<file path="src/rtl/alu_result_serializer_if.sv">
// Bus bundle between the ALU result stage, the serializer and the UART TX front-end.
// The master modport is the serializer's view (it drives the TX byte stream);
// the slave modport is the surrounding environment's view.
interface alu_result_serializer_if #(
   parameter int DATA_WIDTH = 8,
   parameter int CNT_WIDTH  = 8
);
   logic [DATA_WIDTH-1:0] alu_out;
   logic [DATA_WIDTH-1:0] alu_carry;
   logic                  alu_valid;
   logic [DATA_WIDTH-1:0] tx_data;
   logic                  tx_valid;
   logic                  tx_ready;
   logic                  busy;
   logic                  drop_pulse;
   logic [CNT_WIDTH-1:0]  word_cnt;

   modport master (
      input  alu_out, alu_carry, alu_valid, tx_ready,
      output tx_data, tx_valid, busy, drop_pulse, word_cnt
   );

   modport slave (
      output alu_out, alu_carry, alu_valid, tx_ready,
      input  tx_data, tx_valid, busy, drop_pulse, word_cnt
   );
endinterface

</file>
<file path="src/rtl/alu_result_serializer.sv">
// Splits each 2*DATA_WIDTH ALU result into two TX bytes (low first) and
// streams them over a valid/ready handshake, with a one-word pending buffer.
//
// state   | meaning
// --------+------------------------------------------------------------
// IDLE    | nothing in flight, tx_valid low, pending buffer empty
// SEND_LO | low byte of holder presented on tx_data
// SEND_HI | high byte of holder presented on tx_data
module alu_result_serializer #(
   parameter int DATA_WIDTH = 8,
   parameter int CNT_WIDTH  = 8
) (
   input logic clk,
   input logic rst,
   alu_result_serializer_if.master bus
);
   localparam int RW = 2 * DATA_WIDTH;

   typedef enum logic [1:0] {
      IDLE    = 2'd0,
      SEND_LO = 2'd1,
      SEND_HI = 2'd2
   } state_t;

   state_t         state;
   logic [RW-1:0]  holder;
   logic [RW-1:0]  pend_data;
   logic           pend_full;
   logic           valid_d;

   logic [RW-1:0]  alu_word;
   logic           result_event;
   logic           xfer;

   // Rising edge of the level-type result flag; a held flag yields one event.
   assign alu_word     = {bus.alu_carry, bus.alu_out};
   assign result_event = bus.alu_valid & ~valid_d;
   assign xfer         = bus.tx_valid & bus.tx_ready;

   // Serializer FSM with pending buffer; all outputs registered.
   always_ff @(posedge clk) begin
      if (rst) begin
         state          <= IDLE;
         holder         <= '0;
         pend_data      <= '0;
         pend_full      <= 1'b0;
         valid_d        <= 1'b0;
         bus.tx_data    <= '0;
         bus.tx_valid   <= 1'b0;
         bus.busy       <= 1'b0;
         bus.drop_pulse <= 1'b0;
         bus.word_cnt   <= '0;
      end else begin
         valid_d        <= bus.alu_valid;
         bus.drop_pulse <= 1'b0;
         case (state)
            IDLE: begin
               if (result_event) begin
                  holder       <= alu_word;
                  bus.tx_data  <= bus.alu_out;
                  bus.tx_valid <= 1'b1;
                  bus.busy     <= 1'b1;
                  state        <= SEND_LO;
               end else begin
                  bus.busy     <= 1'b0;
               end
            end
            SEND_LO: begin
               bus.busy <= 1'b1;
               if (xfer) begin
                  bus.tx_data <= holder[RW-1:DATA_WIDTH];
                  state       <= SEND_HI;
               end
               if (result_event) begin
                  if (!pend_full) begin
                     pend_data <= alu_word;
                     pend_full <= 1'b1;
                  end else begin
                     bus.drop_pulse <= 1'b1;
                  end
               end
            end
            SEND_HI: begin
               if (xfer) begin
                  bus.word_cnt <= bus.word_cnt + CNT_WIDTH'(1);
                  if (pend_full) begin
                     // Pending word goes out next; a coincident event refills pending.
                     holder      <= pend_data;
                     bus.tx_data <= pend_data[DATA_WIDTH-1:0];
                     bus.busy    <= 1'b1;
                     state       <= SEND_LO;
                     if (result_event) pend_data <= alu_word;
                     else              pend_full <= 1'b0;
                  end else if (result_event) begin
                     holder      <= alu_word;
                     bus.tx_data <= bus.alu_out;
                     bus.busy    <= 1'b1;
                     state       <= SEND_LO;
                  end else begin
                     bus.tx_valid <= 1'b0;
                     bus.busy     <= 1'b0;
                     state        <= IDLE;
                  end
               end else begin
                  bus.busy <= 1'b1;
                  if (result_event) begin
                     if (!pend_full) begin
                        pend_data <= alu_word;
                        pend_full <= 1'b1;
                     end else begin
                        bus.drop_pulse <= 1'b1;
                     end
                  end
               end
            end
            default: begin
               state        <= IDLE;
               bus.tx_valid <= 1'b0;
               bus.busy     <= 1'b0;
            end
         endcase
      end
   end
endmodule

</file>
<file path="src/flat_wrapper.sv">
// flat-port wrapper written by rule: the top's interface ports become plain ports
module alu_result_serializer_flat 
#(
   parameter int DATA_WIDTH = 8,
   parameter int CNT_WIDTH  = 8
)
  (clk, rst, bus_alu_out, bus_alu_carry, bus_alu_valid, bus_tx_ready, bus_tx_data, bus_tx_valid, bus_busy, bus_drop_pulse, bus_word_cnt);
  alu_result_serializer_if #(.DATA_WIDTH(DATA_WIDTH), .CNT_WIDTH(CNT_WIDTH)) bus_i ();
  input logic clk;
  input logic rst;
  input wire logic [$bits(bus_i.alu_out)-1:0] bus_alu_out;
  input wire logic [$bits(bus_i.alu_carry)-1:0] bus_alu_carry;
  input wire logic [$bits(bus_i.alu_valid)-1:0] bus_alu_valid;
  input wire logic [$bits(bus_i.tx_ready)-1:0] bus_tx_ready;
  output wire logic [$bits(bus_i.tx_data)-1:0] bus_tx_data;
  output wire logic [$bits(bus_i.tx_valid)-1:0] bus_tx_valid;
  output wire logic [$bits(bus_i.busy)-1:0] bus_busy;
  output wire logic [$bits(bus_i.drop_pulse)-1:0] bus_drop_pulse;
  output wire logic [$bits(bus_i.word_cnt)-1:0] bus_word_cnt;
  assign bus_i.alu_out = bus_alu_out;
  assign bus_i.alu_carry = bus_alu_carry;
  assign bus_i.alu_valid = bus_alu_valid;
  assign bus_i.tx_ready = bus_tx_ready;
  assign bus_tx_data = bus_i.tx_data;
  assign bus_tx_valid = bus_i.tx_valid;
  assign bus_busy = bus_i.busy;
  assign bus_drop_pulse = bus_i.drop_pulse;
  assign bus_word_cnt = bus_i.word_cnt;
  alu_result_serializer #(.DATA_WIDTH(DATA_WIDTH), .CNT_WIDTH(CNT_WIDTH)) u_core (.clk(clk), .rst(rst), .bus(bus_i));
endmodule
</file>
<file path="config.mk">
export PLATFORM = sky130hd
export DESIGN_NAME = alu_result_serializer_flat
export DESIGN_NICKNAME = d
export VERILOG_FILES = /design/src/rtl/alu_result_serializer_if.sv /design/src/rtl/alu_result_serializer.sv /design/src/flat_wrapper.sv
export SDC_FILE = /design/constraint.sdc
export NUM_CORES = 1
export LEC_CHECK = 0
export BUFFER_PORTS_ARGS = -buffer_cell sky130_fd_sc_hd__buf_2
export CAP_MARGIN = 5
export CORE_ASPECT_RATIO = 0.75
export CORE_UTILIZATION = 55
export DETAILED_ROUTE_END_ITERATION = 6
export PLACE_DENSITY = 0.88
export SLEW_MARGIN = 20
export SYNTH_ARGS = -nofsm -noshare
export SYNTH_HDL_FRONTEND = slang
export SYNTH_SLANG_ARGS = --single-unit
</file>
<file path="constraint.sdc">
create_clock -name clk -period 2 [get_ports clk]
set_clock_uncertainty 0.1 [all_clocks]
set_input_delay 0.3 -clock clk [delete_from_list [all_inputs] [get_ports clk]]
set_output_delay 0.3 -clock clk [all_outputs]
set_load 0.01 [all_outputs]
</file>
==> out/metrics.cfg <==
[run_status]
status = finished clean

[placement]
place_congestion = 0.839
dp_hpwl_um = 3210
place_ws_ns = -0.0757
placed_cells = 327
dpl_cell_area_mm2 = 0.00248
place.port_buffers = 38

[clocking]
cts_max_level = 2
clk_path_buf_depth = 2
cts.reportedPaths.clkPinSlew_ns = 0.10
root_buffer = clkbuf_8
cts_sinks = 47
ctsHoldBuffers = 0
cts_tree = yes
worst_skew_pair.late_latency_ns = 0.32
cts_buffers = 5

[synth]
synth_seq_cells = 47
syn_inst = 238
netlist.area_leader.share = 0.428
syn_avg_cell_area_um2 = 9.23
ys_top_cells_by_area = dfxtp_1 (43%), mux2i_1 (7.3%), nor2_1 (6.0%)
yosysUniqueCellTypes = 42
ys_warn_count = 0
synth_edf_count = 0
seq_area_frac_synth = 0.428
syn_nets = 264
ys.flop_type = dfxtp_1
mappedNetlistArea_mm2 = 0.00220
async_flop_share = 0
synth_area_leader_cell = dfxtp_1

[layout]
final_area_mm2 = 0.00262
antenna_cells = 0
syn2layout_area_growth_pct = 19.4
post-route-util = 0.703
drive_above_1_share = 0.262
fin_cells = 338
nets = 311

[global_route]
grt_usage = 0.245
grt_pass1_wl_um = 7690
grt_max_degree = 34
grt_remaining_overflow = 0
grt_antenna_before_repair = 0
grt_pass1_vias = 1543

[floorplan]
die_x_um = 75.0
coreArea_mm2 = 0.00373
fp-row-count = 19
die_h_um = 56.7
dieArea_mm2 = 0.00425
start_util = 0.589
pin_count = 39

[drt]
ant_nets = 0
num_vias = 1906
drt_iter0_drc = 138
wl_per_cell_um = 14.3
drt-total-wl_um = 4820
drcViolationCount = 0
viasPerCell = 5.64
dr.pass1.iters = 4

[sta]
setup-violations-final = 0
finalCriticalPeriod_ns = 1.89
finalMaxSlewViolations = 0
period_share = 0.943
worst_slack_ns = 0.114
setup_tns_ns = 0
timing.hold.ws_ns = 0.129
max_freq_ghz = 0.530
slew_headroom = 0.678
hold_viol = 0
worstMarginPinSlew_ns = 0.481

[critical_path]
start_kind = flop
path_class = flop to flop
cp.arrival_ns = 1.99
cp.required_ns = 2.10
r2r_cells = 7
cp_max_fo = 16
endpoint_kind = flop

[power_and_ir_drop]
p_total_mw = 3.34
p_per_area_mw_per_mm2 = 1270
p_leak_nw = 1.07
ir_drop_mv = 0.627

[job]
maxCapViolCount = 0

[hold_path]
hold_path.class = primary input to flop
holdPathStages = 3

[critical path, stage by stage (launching register included)]
cell and delay [ns]:
dfxtp_2 0.38, inv_1 0.07, ha_2 0.37, nand3b_1 0.19, a21oi_4 0.19, buf_12 0.19
mux2i_2 0.22, nor2_1 0.06
[cell usage after synthesis (all sizes together) (3+ instances only)]
master and count:
nand2b 5, mux2i 16, nand3 3, a22o 9, a21oi 12, clkbuf 9, nand2 22, nor2 35
buf 6, ha 6, nand4 4, xor2 3, a311oi 7, xnor2 3, inv 11, o32ai 8
nor3 5, dfxtp 47, a22oi 9
[logic make-up after synthesis]
logic type	share of synthesized area
XOR/XNOR	0.0239
multiplexers	0.0729
AND/OR/NAND/NOR	0.183
buffers and inverters	0.0615
adder cells (fa/ha/maj)	0.0342
flip-flops	0.428
AO/OA/AOI/OAI	0.196
[what timing repair did]
item,CTS,global route
pin swaps,0,2
endpoints found under the setup margin,12,23
buffers inserted,0,3
gates resized for setup,2,4
[layout make-up]
cell class / count / area, um^2
clock inverters: 3 / 27.5
well taps: 52 / 65.1
fillers: 311 / 1110
flip-flops and latches: 47 / 942
clock buffers: 5 / 68.8
inverters: 11 / 41.3
repair buffers: 55 / 343
multi-input cells: 165 / 1140
[sequential cells by signal, summed over array words and instances (netlist names), 2 cells and up]
name and count:
u_core.bus.tx_data 8, u_core.bus.word_cnt 8, u_core.holder 8, u_core.pend_data 16, u_core.state 2
[power by group]
part | switching, mW | leakage [nW] | internal (mW)
Sequential | 0.160 | 0.383 | 1.13
Clock | 0.357 | 0.0467 | 0.259
Combinational | 0.774 | 0.635 | 0.653
Total | 1.29 | 1.07 | 2.05
[metal layers]
metal	up-vias	share of wire	track usage
met1	892	0.50	0.376
met3	4	0.066	0.0808
li1	943	-	-
met5	-	0	0
met4	0	0.0029	0.0647
met2	67	0.43	0.320
[cell usage in the layout (no fill, tap or decap), drive strengths merged, types with 4 or more instances in the layout]
cell / instances
mux2i: 16
buf: 55
nand2b: 5
o32ai: 8
inv: 13
dfxtp: 47
clkbuf: 5
a22oi: 9
nand4: 4
a21oi: 12
nor2: 35
nor3: 5
a22o: 9
ha: 6
a311oi: 7
nand2: 22
[path summary, 6_finish.rpt]
| check | startpoint | end | slack (ns) |
|---|---|---|---|
| setup / recovery | u_core.state[1] | u_core.pend_data[15] | 0.11 |
| hold / removal | bus_alu_carry[3] | u_core.pend_data[11] | 0.13 |
| setup reg to reg | u_core.state[1] | u_core.pend_data[15] | 0.11 |
| hold reg to reg | u_core.pend_data[11] | u_core.holder[11] | 0.38 |
No activity file was read; power rests on OpenSTA's default activity.
